===== config.mk =====
export PLATFORM = sky130hd
export DESIGN_NAME = dsp_mac_sequencer
export DESIGN_NICKNAME = d
export VERILOG_FILES = /design/src/rtl/dsp_mac_sequencer.sv
export SDC_FILE = /design/constraint.sdc
export NUM_CORES = 1
export LEC_CHECK = 0
export ABC_AREA = 1
export CORE_UTILIZATION = 44
export DETAILED_ROUTE_END_ITERATION = 10
export PLACE_DENSITY = 0.93
export SETUP_SLACK_MARGIN = 0.15
export SYNTH_ARGS = -nofsm -noshare
export SYNTH_HDL_FRONTEND = slang
export SYNTH_SLANG_ARGS = --single-unit
export TNS_END_PERCENT = 1

===== constraint.sdc =====
create_clock -name CLK -period 3.25 [get_ports CLK]
set_clock_uncertainty 0.2 [all_clocks]
set_input_delay 0.325 -clock CLK [delete_from_list [all_inputs] [get_ports CLK]]
set_output_delay 0.325 -clock CLK [all_outputs]
set_load 0.005 [all_outputs]

===== src/rtl/dsp_mac_sequencer.sv =====
`default_nettype none
// ============================================================================
// Module   : dsp_mac_sequencer
// Brief    : Drives a DSP48A1 slice as an unsigned N-term dot-product engine
//            with valid/ready operand and result ports.
// Revision : 1.0 - initial release
// ============================================================================
module dsp_mac_sequencer #(
  parameter int N       = 8,
  parameter int DSP_LAT = 4
) (
  input  logic        CLK,
  input  logic        RST,
  input  logic        in_valid,
  output logic        in_ready,
  input  logic [17:0] in_a,
  input  logic [17:0] in_b,
  output logic        res_valid,
  input  logic        res_ready,
  output logic [47:0] res_data,
  output logic [17:0] DSP_A,
  output logic [17:0] DSP_B,
  output logic [7:0]  DSP_OPMODE,
  input  logic [47:0] DSP_P
);

  localparam int CNT_W = (N > 1) ? $clog2(N) : 1;
  localparam logic [CNT_W-1:0] C_LAST_CNT = CNT_W'(N - 1);

  // X=M/Z=0 starts a vector, X=M/Z=P accumulates, X=0/Z=P holds, X=0/Z=0 clears
  localparam logic [7:0] C_OPM_FIRST = 8'h01;
  localparam logic [7:0] C_OPM_ACCUM = 8'h09;
  localparam logic [7:0] C_OPM_HOLD  = 8'h08;
  localparam logic [7:0] C_OPM_CLEAR = 8'h00;

  typedef enum logic [1:0] {
    ACCUM = 2'd0,
    DRAIN = 2'd1,
    DONE  = 2'd2
  } state_t;

  typedef struct packed {
    logic vld;
    logic first;
    logic last;
  } tag_t;

  state_t           state_q;
  logic [CNT_W-1:0] cnt_q;
  logic [CNT_W-1:0] cnt_d;
  tag_t             tag_q [1:DSP_LAT];
  tag_t             tag_d;
  logic             in_ready_q;
  logic             res_valid_q;
  logic [47:0]      res_data_q;
  logic [17:0]      dsp_a_q;
  logic [17:0]      dsp_b_q;
  logic [7:0]       dsp_opmode_q;
  logic             accept;
  logic             is_last;

  assign accept  = in_valid & in_ready_q;
  assign is_last = (cnt_q == C_LAST_CNT);

  always_comb begin
    cnt_d = cnt_q;
    if (accept) begin
      cnt_d = is_last ? '0 : cnt_q + 1'b1;
    end
    tag_d.vld   = accept;
    tag_d.first = accept & (cnt_q == '0);
    tag_d.last  = accept & is_last;
  end

  always_ff @(posedge CLK) begin
    if (RST) begin
      state_q      <= ACCUM;
      cnt_q        <= '0;
      for (int i = 1; i <= DSP_LAT; i++) begin
        tag_q[i] <= '0;
      end
      in_ready_q   <= 1'b1;
      res_valid_q  <= 1'b0;
      res_data_q   <= '0;
      dsp_a_q      <= '0;
      dsp_b_q      <= '0;
      dsp_opmode_q <= C_OPM_CLEAR;
    end else begin
      cnt_q    <= cnt_d;
      tag_q[1] <= tag_d;
      for (int i = 2; i <= DSP_LAT; i++) begin
        tag_q[i] <= tag_q[i-1];
      end

      if (accept) begin
        dsp_a_q <= in_a;
        dsp_b_q <= in_b;
      end

      // The slice registers OPMODE once more, so it lines up with M at P
      if (tag_q[1].vld) begin
        dsp_opmode_q <= tag_q[1].first ? C_OPM_FIRST : C_OPM_ACCUM;
      end else begin
        dsp_opmode_q <= C_OPM_HOLD;
      end

      case (state_q)
        ACCUM: begin
          if (accept && is_last) begin
            in_ready_q <= 1'b0;
            state_q    <= DRAIN;
          end
        end
        DRAIN: begin
          if (tag_q[DSP_LAT].vld && tag_q[DSP_LAT].last) begin
            res_data_q  <= DSP_P;
            res_valid_q <= 1'b1;
            state_q     <= DONE;
          end
        end
        DONE: begin
          if (res_ready) begin
            res_valid_q <= 1'b0;
            in_ready_q  <= 1'b1;
            state_q     <= ACCUM;
          end
        end
        default: begin
          state_q <= ACCUM;
        end
      endcase
    end
  end

  assign in_ready   = in_ready_q;
  assign res_valid  = res_valid_q;
  assign res_data   = res_data_q;
  assign DSP_A      = dsp_a_q;
  assign DSP_B      = dsp_b_q;
  assign DSP_OPMODE = dsp_opmode_q;

endmodule
`default_nettype wire


### Word level (Yosys, flattened, before mapping)

Memory sizes are Yosys's and may differ from the RTL's.
Cells that the tools add are included.

| word-level totals | value |
|---|---|
| register bits | 99 |
| bits in latches | 0 |
| memory bits (writable) | 12 |
| ROM bits | 0 |
| bits of input ports | 88 |
| word-level logic and storage cells | 56 |
| memories | 1 |

| cells by class | value |
|---|---|
| add/subtract/negate cells | 1 |
| multipliers | 0 |
| divide/modulo/power cells | 0 |
| order comparisons | 0 |
| eq/ne operators | 6 |
| shifts and indexed selects | 0 |
| multiplexer cells | 20 |
| bitwise logic cells | 8 |
| reductions and logical operators | 11 |

Memories:

| name | depth | bits a word | rd ports | clocked after Yosys merged registers in | write ports | line | source |
|---|---|---|---|---|---|---|---|
| tag_q | 4 | 3 | 4 | 0 | 4 | 51 | `tag_t tag_q [1:DSP_LAT];` |

Operators by type and width:

| kind | number |
|---|---|
| 3-bit 2-to-1 mux | 5 |
| 3-bit AND reduction | 3 |
| 4-bit 2-to-1 mux | 2 |
| 1-bit 2-to-1 mux | 7 |
| 2-bit 2-to-1 mux | 3 |
| 2-bit != test, second input constant | 3 |
| 2-bit case mux with 3 select lines | 1 |
| 1-bit OR | 4 |
| 1-bit case mux with 2 select lines | 2 |
| 2-bit nonzero test | 2 |
| 3-bit by 1-bit adder with 3-bit output, second input constant | 1 |
| 1-bit bitwise AND | 3 |
| 3-bit == test, second input constant | 1 |
| 3-bit zero test | 1 |
| 2-bit by 1-bit == test with 1-bit output, second input constant | 1 |
| 2-bit == test, second input constant | 1 |
| 1-bit logical AND | 2 |
| 2-bit zero test | 1 |
| 2-bit AND reduction | 1 |
| 2-bit OR reduction | 1 |
| 1-bit NOT | 1 |

### Depth between registers and ports, before layout

Gate-level depths: netlist of the first run.

| depth | value |
|---|---|
| depth in word-level cells | 4 |
| mapped depth | 7 |

### Least setup slack after synthesis of the first run

No wires, ideal clock.

| timing | value |
|---|---|
| path kind | reg2reg |
| start point | reg state_q[0] |
| end point | reg res_data_q[4] (netlist: res_data[4]) |
| library setup time | 113 ps |
| arrival | 953 ps |
| path slack | 1,984 ps |
| cell stages (with the launch flop) | 8 |
| path buffers | 2 |
| clock period less this slack | 1,266 ps |
| cell sequence | dfxtp_1 -> inv_1 -> nor2_2 -> buf_4 -> buf_4 -> nand3_1 -> nand2_1 -> nor2_1 |

| between the ends | value |
|---|---|
| word-level cells in the longest chain between the ends | 2 |

RTL lines:

| item | line | source |
|---|---|---|
| from (decl) | 48 | `state_t state_q;` |
| from (signal assigned) | 77 | `state_q <= ACCUM;` |
| from (signal assigned) | 111 | `state_q <= DRAIN;` |
| from (signal assigned) | 118 | `state_q <= DONE;` |
| 2-bit by 1-bit == test with 1-bit output | 107 | `case (state_q)` |
| 2-bit AND reduction (no source line) | - |  |
| to (signal assigned) | 84 | `res_data_q <= '0;` |
| to (signal assigned) | 116 | `res_data_q <= DSP_P;` |
| to (decl) | 55 | `logic [47:0] res_data_q;` |

No other way between the ends.
A chain may end at the register's enable or synchronous reset.

### Worst setup path in the final report of the first run

| timing | value |
|---|---|
| start point | reg state_q[1] |
| end point | reg res_valid_q (netlist: res_valid) |

| between the ends | value |
|---|---|
| word-level cells in the longest chain between the ends | 3 |
| elaborated cells between the ends (all ways) | 7 |
| classes of those cells | eq/ne (4); mux (1); reduce/logical (2) |

RTL lines:

| item | line | source |
|---|---|---|
| 2-bit by 1-bit == test with 1-bit output / 2-bit == test (equally long branches) | 107 |  |
| 2-bit != test (no source line) / 2-bit nonzero test (equally long branches) | - |  |
| 3-bit AND reduction (no source line) | - |  |
| to (signal assigned) | 83 | `res_valid_q <= 1'b0;` |
| to (signal assigned) | 117 | `res_valid_q <= 1'b1;` |
| to (signal assigned) | 123 | `res_valid_q <= 1'b0;` |
| to (decl) | 54 | `logic res_valid_q;` |

Parallel ways exist; a longest one is shown, timed or not.

==> results_dict.tcl, run 1 <==
set metrics [dict create \
    ys.flop_type "dfxtp_1" \
    stdcell_count 818 \
    holdCritPathClass "reg -> reg" \
    run_status "finished, final reports clean" \
    synth_cell_types 18 \
    antenna_found_initial 0 \
    critPathTopFamily "simple AND/OR/NAND/NOR gates" \
    wl_per_cell_um 12.2 \
    ctsHoldBuffers 0 \
    worstMarginPinSlew_ns 1.07 \
    setup.worst_path.start_class "flop" \
    fin_crit_sh 0.596 \
    coreArea_sq_mm 0.00868 \
    n_fill_cell 697 \
    syn_avg_cell_area_sq_um 7.18 \
    gr-total-overflow 0 \
    final_nets 797 \
    r2r_setup_slack_ns 1.31 \
    chipWidth_um 96.6 \
    ant_nets 0 \
    cts_buffers 9 \
    synthTopCellsByCount "nor2_1, dfxtp_1, inv_1" \
    max_freq_ghz 0.516 \
    crit_fanout 49 \
    root_buffer "clkbuf_8" \
    async_flop_share 0 \
    arrival_ns 2.03 \
    p_leak_nw 2.54 \
    drv_cap 0 \
    crit_end "res_valid" \
    final-hold-violation-count 0 \
    r2r_end "res_valid" \
    grt_max_degree 50 \
    first_global_vias 3679 \
    crit_start "state_q[1]" \
    synth_top_cells_by_area "dfxtp_1, nor2_1, nand3_1, inv_1, nand2_1" \
    p_per_area_mw_per_mm2 420 \
    ys_warn_count 0 \
    cp-end-kind "flop" \
    cts_tree "done" \
    final_max_slew_viol_count 0 \
    yosys.area.top_type_share 0.518 \
    htreeDepth 3 \
    drive_gt1_frac 0.0324 \
    wl_um 9940 \
    cpMostUsedCell "nand2_1" \
    track_usage 0.215 \
    num_vias 3834 \
    place_inst 803 \
    setup_viol 0 \
    yosysTopAreaCell "dfxtp_1" \
    clk_latency_ns 0.35 \
    die_h_um 96.6 \
    rsz0062_at_grt "false" \
    ys_ff_latch 102 \
    reg2reg_from "state_q[1]" \
    diodes 0 \
    relSlewSlack 0.282 \
    cp.depth 5 \
    synth_edf_count 0 \
    path_class "reg -> reg" \
    synthCells 549 \
    clkSlewWorstSetupHoldPaths_ns 0.10 \
    slowest_stage "nor2_4" \
    grt_pass1_wl_um 16600 \
    gp_congestion 0.822 \
    pin_count 182 \
    path_buf_inv 1 \
    viasPerCell 4.69 \
    ys_seq_area_frac 0.518 \
    postCtsSetupRepairBufs 0 \
    drt-pass1-iter-count 4 \
    die_area_sq_mm 0.00934 \
    vdd_ir_drop_max_mv 0.269 \
    start_util 0.454 \
    cts_sinks 102 \
    drt_iter0_drc 143 \
    ff2ff_path_depth 5 \
    cpPeakStageDelay_ns 0.81 \
    drc_errors 0 \
    dp_hpwl_um 7180 \
    syn_to_final_growth_pct 49.6 \
    crit_chain "inv_1 > nand2_1 > nor2_4 > nand2_1 > nand2_1" \
    period_needed_ns 1.94 \
    cts_resized 0 \
    io_buffers 175 \
    fin_setup_tns_ns 0 \
    clock_path_buffers 2 \
    placementRows 34 \
    required_ns 3.35 \
    yosysMostFrequentCell "nor2_1" \
    syn_area_sq_mm 0.00394 \
]
final cells by class:
cell class | instances | area, sq um | share of cell area
repair buffers | 180 | 1790 | 0.303
inverters | 65 | 244 | 0.0414
flip-flops and latches | 102 | 2040 | 0.346
clock buffers | 10 | 138 | 0.0233
clock inverters | 5 | 82.6 | 0.0140
well taps | 108 | 135 | 0.0229
multi-input cells | 348 | 1470 | 0.249
state kept, by name, summed over array words and instances (netlist names):
name	flops
DSP_A	18
DSP_B	18
DSP_OPMODE	2
cnt_q	3
in_ready	1
res_data	48
res_valid	1
state_q	2
tag_q	9
metrics by stage:
step	util	hold WS, ns	setup slack (ns)	area [sq um]	power, mW
finish	0.679	0.207	1.31	5900	2.48
global route	0.679	0.241	1.12	5900	2.58
CTS	0.679	0.208	1.28	5900	2.50
detailed placement	0.654	0.194	0.965	5680	1.63
global placement	0.654	0.192	1.02	5680	1.63
floorplan	-	0.188	1.98	3960	1.45
report_power, final:
part,internal [mW],switching (mW),total (mW)
Combinational,0.183,0.114,0.296
Clock,0.454,0.415,0.869
Sequential,1.29,0.0210,1.31
Total,1.93,0.550,2.48
how the worst min path moves through the flow:
| stage | start | endpoint | slack, ns | cells past startpoint |
|---|---|---|---|---|
| 4_1_cts | tag_q[0][6] | tag_q[0][9] | 0.21 | 2 |
| 5_1_grt | tag_q[0][3] | tag_q[0][6] | 0.24 | 2 |
| 2_1_floorplan | tag_q[0][8] | tag_q[0][11] | 0.19 | 2 |
| 3_3_place_gp | tag_q[0][9] | tag_q[0][12] | 0.19 | 2 |
| 6_report | tag_q[0][6] | tag_q[0][9] | 0.21 | 2 |
| 3_5_place_dp | tag_q[0][6] | tag_q[0][9] | 0.19 | 2 |
kinds of logic after synthesis:
family / Yosys count / synth area share
AOI/OAI and AO/OA: 42 / 0.0533
adders and majority gates: 3 / 0.00952
other: 1 / 0.000951
and+or+nand+nor: 297 / 0.301
DFF: 102 / 0.518
buffers and inverters: 104 / 0.117
placed cells by master, fill, tap and decap left out, drive strengths merged:
cell type,synthesis,final
nor2,183,183
clkdlybuf4s50,0,175
dfxtp,102,102
inv,65,66
nand2,62,62
nand3,51,51
o21ai,39,39
clkbuf,12,10
conb,1,6
buf,27,5
a21oi,3,3
ha,3,3
bufinv,0,2
clkinv,0,2
nand4,1,1
tightest hold or removal path, stage by stage (launching register included):
cell and delay (ns):
dfxtp_1 0.31, inv_1 0.04, nor2_1 0.03
layer usage:
layer,part of all wire,vias to the layer above,global-route usage
li1,-,1955,-
met1,0.41,1721,0.245
met5,0,-,0
met4,0.011,0,0.0758
met2,0.48,150,0.365
met3,0.097,8,0.0845
Power figures use the tool's default switching activity.
==> inputs of run 2 (changes only) <==
- CORE_UTILIZATION: 44 -> 41
- PLACE_DENSITY: 0.93 -> 0.88
- clock period: 3.25 -> 1.8 ns (I/O delays scaled with it)
==> run 2 against run 1 <==
Die area grew 7.2%. Worst setup slack lost 1.1 ns. Non-clock buffer count rose by 4. Final area grew 0.95%. Hold slack worse by 0.0050 ns. Global-route usage fell by 0.45 points. Critical path type is now reg -> out. Critical endpoint is now in_ready.
==> results_dict.tcl, run 2 (synthesis gave the netlist of run 1 again) <==
set metrics [dict create \
    rsz0062_at_grt "true" \
    viasPerCell 4.59 \
    syn_to_final_growth_pct 51.0 \
    final-hold-violation-count 0 \
    arrival_ns 1.24 \
    largest_reg_flops 48 \
    die_h_um 100 \
    grt_pass1_wl_um 16800 \
    cts_tree "done" \
    final_common_cell "nor2_1" \
    holdWs_ns 0.202 \
    final_max_slew_viol_count 0 \
    grt_max_degree 50 \
    cts_sinks 102 \
    setup_viol 0 \
    run_status "finished, final reports clean" \
    drc_errors 0 \
    wl_per_cell_um 12.4 \
    swShare 0.239 \
    path_buf_inv 1 \
    place_inst 828 \
    dp_hpwl_um 7370 \
    num_vias 3883 \
    cts_buffers 9 \
    worstMarginPinSlew_ns 0.605 \
    first_global_vias 3717 \
    drv_cap 0 \
    relSlewSlack 0.596 \
    p_comb_frac 0.128 \
    holdCritPathClass "reg -> reg" \
    drt-pass1-iter-count 5 \
    setup.worst_path.start_class "flop" \
    root_buffer "clkbuf_8" \
    p_switching_mw 1.00 \
    stdcell_count 846 \
    diodes 0 \
    pin_count 182 \
    p_leak_nw 2.55 \
    coreArea_sq_mm 0.00928 \
    p_total_mw 4.21 \
    slowest_stage "clkdlybuf4s50_1" \
    crit_chain "clkdlybuf4s50_1" \
    clock_path_buffers 2 \
    die_area_sq_mm 0.0100 \
    clkPwrFrac 0.310 \
    placementRows 35 \
    drive_gt1_frac 0.0432 \
    chipWidth_um 100 \
    ant_nets 0 \
    wl_um 10500 \
    final_cell_mix "nor2_1, clkdlybuf4s50_1, dfxtp_1, inv_1, nand2_1" \
    period_needed_ns 1.62 \
    critPathTopFamily "buffers and inverters" \
    p_seq_frac 0.563 \
    drt_iter0_drc 86 \
    vdd_ir_drop_max_mv 0.413 \
    htreeDepth 3 \
    start_util 0.425 \
    cpPeakStageDelay_ns 0.51 \
    final_nets 803 \
    ctsHoldBuffers 0 \
    crit_fanout 3 \
    n_fill_cell 793 \
    gr-total-overflow 0 \
    io_buffers 175 \
    path_class "reg -> out" \
    fin_crit_sh 0.901 \
    antenna_found_initial 0 \
    required_ns 1.42 \
    gp_congestion 0.783 \
    cp-end-kind "output port" \
    clk_latency_ns 0.35 \
    p_per_area_mw_per_mm2 706 \
    max_freq_ghz 0.617 \
    track_usage 0.211 \
    clkSlewWorstSetupHoldPaths_ns 0.10 \
    cellInternalPower_mw 3.20 \
]
[run 2: path summary, 6_finish.rpt]
path	startpoint	to	slack [ns]	depth (start not counted)
setup / recovery	in_ready	in_ready	0.18	1
hold / removal	tag_q[0][11]	tag_q[0][14]	0.20	2
setup reg to reg	state_q[0]	res_data[28]	0.23	4
hold reg to reg	tag_q[0][11]	tag_q[0][14]	0.20	2
[run 2: layout make-up]
| type | count | area [sq um] | share of cell area |
|---|---|---|---|
| flip-flops and latches | 102 | 2040 | 0.343 |
| repair buffers | 184 | 1840 | 0.310 |
| multi-input cells | 350 | 1480 | 0.249 |
| inverters | 65 | 244 | 0.0410 |
| well taps | 129 | 161 | 0.0271 |
| clock buffers | 11 | 141 | 0.0237 |
| clock inverters | 5 | 35.0 | 0.00588 |
[run 2: repair_timing]
| action | 4_1_cts | 5_1_grt |
|---|---|---|
| setup buffers | 0 | 0 |
| setup endpoints to repair | 53 | 66 |
| pin swaps | 1 | 1 |
| gates cloned | 1 | 1 |
| gates resized for setup | 4 | 0 |
[run 2: power groups by stage]
| stage | registers [mW] | clock network, mW | logic (mW) |
|---|---|---|---|
| final | 2.37 | 1.30 | 0.537 |
| after global routing | 2.38 | 1.47 | 0.596 |
| after CTS | 2.37 | 1.36 | 0.541 |
| after detailed placement | 2.42 | 0 | 0.537 |
| after global placement | 2.41 | 0 | 0.527 |
| after floorplan | 2.42 | 0 | 0.191 |
[run 2: metal layers]
layer  vias to the layer above  track usage  share of wire
li1                       1971            -              -
met1                      1713        0.235           0.41
met2                       178        0.362           0.47
met3                        21       0.0745          0.098
met4                         0       0.0948          0.023
met5                         -            0              0
[run 2: metrics by stage]
step	TNS (ns)	utilization	cell area [sq um]	setup WS (ns)
final	0	0.641	5950	0.178
after global routing	0	0.641	5950	0.0886
after CTS	0	0.641	5950	0.150
after detailed placement	-0.0704	0.620	5760	-0.0257
after global placement	0	0.620	5760	0.0440
after floorplan	0	-	3960	0.534
